<file path="src/rtl/motor_pkg.sv">
// Shared types, constants and decode helpers for the two-channel motor PWM driver.
package motor_pkg;

  localparam int DUTY_W = 4;

  typedef enum logic [1:0] {
    ST_STOP    = 2'd0,
    ST_RUN_FWD = 2'd1,
    ST_RUN_REV = 2'd2,
    ST_COAST   = 2'd3
  } chan_state_t;

  typedef enum logic [1:0] {
    DIR_STOP = 2'd0,
    DIR_FWD  = 2'd1,
    DIR_REV  = 2'd2
  } dir_t;

  function automatic dir_t decode_dir(input logic a, input logic b);
    dir_t d;
    case ({a, b})
      2'b10:   d = DIR_FWD;
      2'b01:   d = DIR_REV;
      default: d = DIR_STOP;
    endcase
    return d;
  endfunction

  function automatic chan_state_t run_state(input dir_t d);
    chan_state_t s;
    case (d)
      DIR_FWD: s = ST_RUN_FWD;
      DIR_REV: s = ST_RUN_REV;
      default: s = ST_STOP;
    endcase
    return s;
  endfunction

endpackage

</file>
<file path="src/rtl/motor_pwm_driver_if.sv">
// Command and gate-drive bundle between a motion controller and the PWM driver.
interface motor_pwm_driver_if;
  import motor_pkg::*;

  logic              m1_a;
  logic              m1_b;
  logic              m2_a;
  logic              m2_b;
  logic [DUTY_W-1:0] dc1;
  logic [DUTY_W-1:0] dc2;
  logic              m1_in1;
  logic              m1_in2;
  logic              m2_in1;
  logic              m2_in2;
  logic              period_start;

  modport master (
    output m1_a, m1_b, m2_a, m2_b, dc1, dc2,
    input  m1_in1, m1_in2, m2_in1, m2_in2, period_start
  );

  modport slave (
    input  m1_a, m1_b, m2_a, m2_b, dc1, dc2,
    output m1_in1, m1_in2, m2_in1, m2_in2, period_start
  );

endinterface

</file>
<file path="src/rtl/motor_pwm_channel.sv">
// One H-bridge channel: samples its request at each period boundary, coasts on
// direction reversal, and drives registered gate outputs from the shared phase.
module motor_pwm_channel
  import motor_pkg::*;
#(
  parameter int DEADTIME = 2
) (
  input  logic              clk_50M,
  input  logic              rst_n,
  input  logic              boundary,
  input  logic [DUTY_W-1:0] phase,
  input  logic              dir_a,
  input  logic              dir_b,
  input  logic [DUTY_W-1:0] duty,
  output logic              in1,
  output logic              in2
);

  dir_t              req_s;
  chan_state_t       state_r;
  logic [3:0]        dead_r;
  logic [DUTY_W-1:0] duty_r;
  logic              in1_r;
  logic              in2_r;

  assign req_s = decode_dir(dir_a, dir_b);
  assign in1   = in1_r;
  assign in2   = in2_r;

  // Channel FSM with dead-time counter, sampled duty and gate registers.
  always_ff @(posedge clk_50M or negedge rst_n) begin
    if (!rst_n) begin
      state_r <= ST_STOP;
      dead_r  <= 4'd0;
      duty_r  <= {DUTY_W{1'b0}};
      in1_r   <= 1'b0;
      in2_r   <= 1'b0;
    end else begin
      // Gates derive from the state only, so in1/in2 can never both be high.
      in1_r <= (state_r == ST_RUN_FWD) && (phase < duty_r);
      in2_r <= (state_r == ST_RUN_REV) && (phase < duty_r);
      if (boundary) begin
        // During COAST duty_r doubles as the pending duty; the pending
        // direction is simply the latest sampled request.
        duty_r <= duty;
        case (state_r)
          ST_STOP: begin
            state_r <= run_state(req_s);
          end
          ST_RUN_FWD: begin
            if (req_s == DIR_REV) begin
              state_r <= ST_COAST;
              dead_r  <= 4'(DEADTIME);
            end else begin
              state_r <= run_state(req_s);
            end
          end
          ST_RUN_REV: begin
            if (req_s == DIR_FWD) begin
              state_r <= ST_COAST;
              dead_r  <= 4'(DEADTIME);
            end else begin
              state_r <= run_state(req_s);
            end
          end
          ST_COAST: begin
            if (dead_r > 4'd1) begin
              dead_r <= dead_r - 4'd1;
            end else begin
              dead_r  <= 4'd0;
              state_r <= run_state(req_s);
            end
          end
          default: begin
            state_r <= ST_STOP;
            dead_r  <= 4'd0;
          end
        endcase
      end
    end
  end

endmodule

</file>
<file path="src/rtl/motor_pwm_driver.sv">
// Dual H-bridge PWM driver: shared prescaler and 16-step phase counter feeding
// two independent motor channels.
module motor_pwm_driver
  import motor_pkg::*;
#(
  parameter int PRESCALE = 49,
  parameter int DEADTIME = 2
) (
  input  logic              clk_50M,
  input  logic              rst_n,
  motor_pwm_driver_if.slave bus
);

  localparam int PW = (PRESCALE > 0) ? $clog2(PRESCALE + 1) : 1;

  logic [PW-1:0]     presc_r;
  logic [DUTY_W-1:0] phase_r;
  logic              period_start_r;
  logic              step_s;
  logic              boundary_s;

  assign step_s           = (presc_r == PW'(PRESCALE));
  assign boundary_s       = step_s && (phase_r == {DUTY_W{1'b1}});
  assign bus.period_start = period_start_r;

  // Prescaler, phase counter and period-start pulse.
  always_ff @(posedge clk_50M or negedge rst_n) begin
    if (!rst_n) begin
      presc_r        <= {PW{1'b0}};
      phase_r        <= {DUTY_W{1'b0}};
      period_start_r <= 1'b0;
    end else begin
      presc_r        <= step_s ? {PW{1'b0}} : presc_r + PW'(1);
      period_start_r <= boundary_s;
      if (step_s) begin
        phase_r <= phase_r + {{(DUTY_W-1){1'b0}}, 1'b1};
      end
    end
  end

  motor_pwm_channel #(.DEADTIME(DEADTIME)) u_ch1 (
    .clk_50M  (clk_50M),
    .rst_n    (rst_n),
    .boundary (boundary_s),
    .phase    (phase_r),
    .dir_a    (bus.m1_a),
    .dir_b    (bus.m1_b),
    .duty     (bus.dc1),
    .in1      (bus.m1_in1),
    .in2      (bus.m1_in2)
  );

  motor_pwm_channel #(.DEADTIME(DEADTIME)) u_ch2 (
    .clk_50M  (clk_50M),
    .rst_n    (rst_n),
    .boundary (boundary_s),
    .phase    (phase_r),
    .dir_a    (bus.m2_a),
    .dir_b    (bus.m2_b),
    .duty     (bus.dc2),
    .in1      (bus.m2_in1),
    .in2      (bus.m2_in2)
  );

endmodule

</file>
<file path="src/flat_wrapper.sv">
// flat-port wrapper written by rule: the top's interface ports become plain ports
module motor_pwm_driver_flat import motor_pkg::*;
#(
  parameter int PRESCALE = 49,
  parameter int DEADTIME = 2
)
  (clk_50M, rst_n, bus_m1_a, bus_m1_b, bus_m2_a, bus_m2_b, bus_dc1, bus_dc2, bus_m1_in1, bus_m1_in2, bus_m2_in1, bus_m2_in2, bus_period_start);
  motor_pwm_driver_if bus_i ();
  input  logic clk_50M;
  input  logic rst_n;
  input wire logic [$bits(bus_i.m1_a)-1:0] bus_m1_a;
  input wire logic [$bits(bus_i.m1_b)-1:0] bus_m1_b;
  input wire logic [$bits(bus_i.m2_a)-1:0] bus_m2_a;
  input wire logic [$bits(bus_i.m2_b)-1:0] bus_m2_b;
  input wire logic [$bits(bus_i.dc1)-1:0] bus_dc1;
  input wire logic [$bits(bus_i.dc2)-1:0] bus_dc2;
  output wire logic [$bits(bus_i.m1_in1)-1:0] bus_m1_in1;
  output wire logic [$bits(bus_i.m1_in2)-1:0] bus_m1_in2;
  output wire logic [$bits(bus_i.m2_in1)-1:0] bus_m2_in1;
  output wire logic [$bits(bus_i.m2_in2)-1:0] bus_m2_in2;
  output wire logic [$bits(bus_i.period_start)-1:0] bus_period_start;
  assign bus_i.m1_a = bus_m1_a;
  assign bus_i.m1_b = bus_m1_b;
  assign bus_i.m2_a = bus_m2_a;
  assign bus_i.m2_b = bus_m2_b;
  assign bus_i.dc1 = bus_dc1;
  assign bus_i.dc2 = bus_dc2;
  assign bus_m1_in1 = bus_i.m1_in1;
  assign bus_m1_in2 = bus_i.m1_in2;
  assign bus_m2_in1 = bus_i.m2_in1;
  assign bus_m2_in2 = bus_i.m2_in2;
  assign bus_period_start = bus_i.period_start;
  motor_pwm_driver #(.PRESCALE(PRESCALE), .DEADTIME(DEADTIME)) u_core (.clk_50M(clk_50M), .rst_n(rst_n), .bus(bus_i));
endmodule
</file>
<file path="config.mk">
export PLATFORM = sky130hd
export DESIGN_NAME = motor_pwm_driver_flat
export DESIGN_NICKNAME = d
export VERILOG_FILES = /design/src/rtl/motor_pkg.sv /design/src/rtl/motor_pwm_driver_if.sv /design/src/rtl/motor_pwm_channel.sv /design/src/rtl/motor_pwm_driver.sv /design/src/flat_wrapper.sv
export SDC_FILE = /design/constraint.sdc
export NUM_CORES = 1
export LEC_CHECK = 0
export ABC_AREA = 1
export ABC_CLOCK_PERIOD_IN_PS = 4050
export BUFFER_PORTS_ARGS = -buffer_cell sky130_fd_sc_hd__buf_2
export CORE_MARGIN = 4
export CORE_UTILIZATION = 55
export CTS_BUF_LIST = sky130_fd_sc_hd__clkbuf_4 sky130_fd_sc_hd__clkbuf_8
export DETAILED_ROUTE_END_ITERATION = 8
export PLACE_DENSITY_LB_ADDON = 0.05
export SLEW_MARGIN = 20
export SYNTH_ARGS = -nofsm -noshare
export SYNTH_HDL_FRONTEND = slang
export SYNTH_SLANG_ARGS = --single-unit
</file>
<file path="constraint.sdc">
create_clock -name clk_50M -period 4.05 [get_ports clk_50M]
set_input_delay 0.6075 -clock clk_50M [delete_from_list [all_inputs] [get_ports clk_50M]]
set_output_delay 0.6075 -clock clk_50M [all_outputs]
set_load 0.05 [all_outputs]
</file>
==> impl_metrics.toml <==
[pwr]
max-vdd-ir-drop_uv = 163.2
leakagePower_nw = 1.321
finalPower_mw = 0.6232
powerDensity_nw_per_um2 = 267.1

[synth]
ys_seq_elements = 35
synth_edf_count = 0
ys_types = 19
syn_avg_cell_area_um2 = 7.946
ys.flop_type = "dfrtp_1"
yosys_warnings = 0
synth-async-reset-ratio_pct = 100.0
synthCells = 265
syn_nets = 306
ys_seq_area_share_pct = 41.59
synth_area_um2 = 2106

[timing]
slew_viol_final = 0
period_needed_ns = 1.621
slew_headroom_pct = 48.60
tightestPinTransition_ns = 0.7711
setup_violations = 0
setup_ws_ns = 2.429
rsz0062_at_grt = "no"
skew_ns = 0.003848
hold_viol = 0
finalCritPeriodShare_pct = 40.02
max_freq_mhz = 617.1
tns_ns = 0
timing.hold.ws_ns = 0.4009

[layout]
fin_nets = 330
final_area_um2 = 2333
utilization_pct = 63.26
area_delta_synth_final_pct = 10.81
drive_above_1_share_pct = 11.72
final_cells = 338
diodes = 0

[clock_tree]
htreeDepth = 2
clkSlewWorstSetupHoldPaths_ns = 0.07
hold_buffers = 0
cts_buffers = 5
clockBufferDepth = 2
cts_root_buf = "clkbuf_8"
cts_resized = 0
clock_latency_ns = 0.28
cts_tree = "done"
postCtsSetupBuffers = 0
cts_sinks = 35

[critical_path]
crit_chain = "inv_1 -> ha_1 -> nand2_1 -> nor2_2 -> nand2_2 -> nor2_8 -> nand3_1 -> nand2_1 -> nand2_1"
r2r_cells = 9
crit_buf_inv = 1
cp_top_family = "simple AND/OR/NAND/NOR gates"
arrival_ns = 1.80
crit_path_frequent_cell = "nand2_1"
critical_path.max_stage_delay_ns = 0.39
worst-setup-path-type = "reg -> reg"
cp_num_cells = 9
required_ns = 4.22
cpMaxStageDelayCell = "dfrtp_1"
critPathMaxFanout = 19
worstSetupStartpointType = "register"
endpoint_kind = "register"

[die]
core_area_um2 = 3689
io_pins = 19
die_w_um = 69.88
rows = 22
die_h_um = 69.88
die_area_um2 = 4883
initial_core_util_pct = 57.09

[grt]
grt.overflow.total = 0
first_global_vias = 1603
grt_pass1_wl_mm = 6.803
track_usage_pct = 17.04
antenna_found_initial = 0
grt_max_degree = 36

[detailed_routing]
firstDrtPassIters = 4
antenna_left = 0
remaining_drc_errors = 0
drtIter0Drc = 70
vias = 1617
wirelength_mm = 3.689
wire_per_inst_um = 10.91
viasPerCell = 4.784

[placement]
port_buffers = 18
placed_cell_area_um2 = 2245
place.gp.congestion = 0.8085
dpl.hpwl_mm = 2.841
dp_slack_ns = 2.330
dp.cells = 330

[run_status]
status = "finished, final reports clean"

[hold_path]
hold_class = "in -> async"

[run]
drv_cap = 0
flip-flops by register name, indices dropped and copies added, names as in the netlist:
signal and flops:
u_core.u_ch1.dead_r 4, u_core.u_ch1.in2 1, u_core.bus.period_start 1, u_core.u_ch1.state_r 2, u_core.presc_r 6, u_core.u_ch2.duty_r 4
u_core.phase_r 4, u_core.u_ch1.in1 1, u_core.u_ch2.dead_r 4, u_core.u_ch2.in1 1, u_core.u_ch2.state_r 2, u_core.u_ch1.duty_r 4
u_core.u_ch2.in2 1
power by group:
| group | internal (mW) | switching, mW | total (mW) |
|---|---|---|---|
| Sequential | 0.349 | 0 | 0.349 |
| Combinational | 0.00769 | 0.0135 | 0.0212 |
| Clock | 0.134 | 0.119 | 0.253 |
final cells by class:
cell class,count,area [um2]
Inverter,44,165.2
Clock inverter,1,5.005
Timing Repair Buffer,18,90.09
Sequential cell,35,875.8
Tap cell,48,60.06
Multi-Input combinational cell,185,1054
Clock buffer,7,83.83
Fill cell,350,1355
routing by layer:
| metal | global-route usage (%) | up-vias | wire [um] |
|---|---|---|---|
| li1 | - | 854 | - |
| met1 | 22.35 | 738 | 1805 |
| met2 | 27.91 | 20 | 1704 |
| met3 | 3.741 | 5 | 130 |
| met4 | 5.532 | 0 | 48 |
| met5 | 0 | - | 0 |
worst paths after layout:
| path | slack [ns] | from | end |
|---|---|---|---|
| max | 2.43 | u_core.presc_r[1]$_DFF_PN0_ | u_core.u_ch1.dead_r[3]$_DFFE_PN0P_ |
| min | 0.40 | rst_n | u_core.u_ch1.duty_r[1]$_DFFE_PN0P_ |
| max reg2reg | 2.43 | u_core.presc_r[1]$_DFF_PN0_ | u_core.u_ch1.dead_r[3]$_DFFE_PN0P_ |
| min reg2reg | 0.49 | u_core.u_ch1.duty_r[0]$_DFFE_PN0P_ | u_core.u_ch1.duty_r[0]$_DFFE_PN0P_ |
| max in group asynchronous | 3.16 | rst_n | u_core.u_ch2.state_r[0]$_DFFE_PN0P_ |
| min in group clk_50M | 0.49 | u_core.u_ch1.duty_r[0]$_DFFE_PN0P_ | u_core.u_ch1.duty_r[0]$_DFFE_PN0P_ |
logic make-up (layout without fill, tap and decap cells):
| kind of cell | Yosys count | count (layout) | synth area share (%) |
|---|---|---|---|
| compound gates | 21 | 21 | 5.110 |
| xor+xnor | 7 | 7 | 2.912 |
| fa+ha+maj | 27 | 27 | 16.04 |
| buf+inv | 45 | 70 | 8.378 |
| flops | 35 | 35 | 41.59 |
| simple gates | 130 | 130 | 25.97 |
cells in the final DEF, fill, tap and decap left out:
master / count
dfrtp_1: 35
nor2_1: 25
nand2_1: 79
nand3_1: 16
ha_1: 27
o31ai_1: 1
nand4_1: 1
inv_1: 44
clkbuf_8: 5
a21oi_1: 6
clkbuf_4: 2
nand2_2: 1
xor2_1: 4
nor3_1: 1
or2_2: 2
and2_2: 1
clkinv_2: 1
nor2_2: 3
o21ai_0: 14
buf_2: 18
nor2_8: 1
xnor2_1: 3
cells in the mapped netlist, drive strengths merged (2+ instances only):
| cell type | n | share of area, % |
|---|---|---|
| ha | 27 | 16 |
| a21oi | 6 | 1.4 |
| xor2 | 4 | 1.7 |
| inv | 44 | 7.8 |
| nand3 | 16 | 3.8 |
| or2 | 2 | 0.59 |
| nand2 | 80 | 14 |
| o21ai | 14 | 3.3 |
| dfrtp | 35 | 42 |
| nor2 | 29 | 6.3 |
| xnor2 | 3 | 1.2 |
worst register-to-register path, cell delays in order (launching register included):
cell and delay (ns):
dfrtp_1 0.39, inv_1 0.06, ha_1 0.15, nand2_1 0.06, nor2_2 0.11, nand2_2 0.14, nor2_8 0.25, nand3_1 0.20
nand2_1 0.10, nand2_1 0.05
Power figures use the tool's default switching activity.
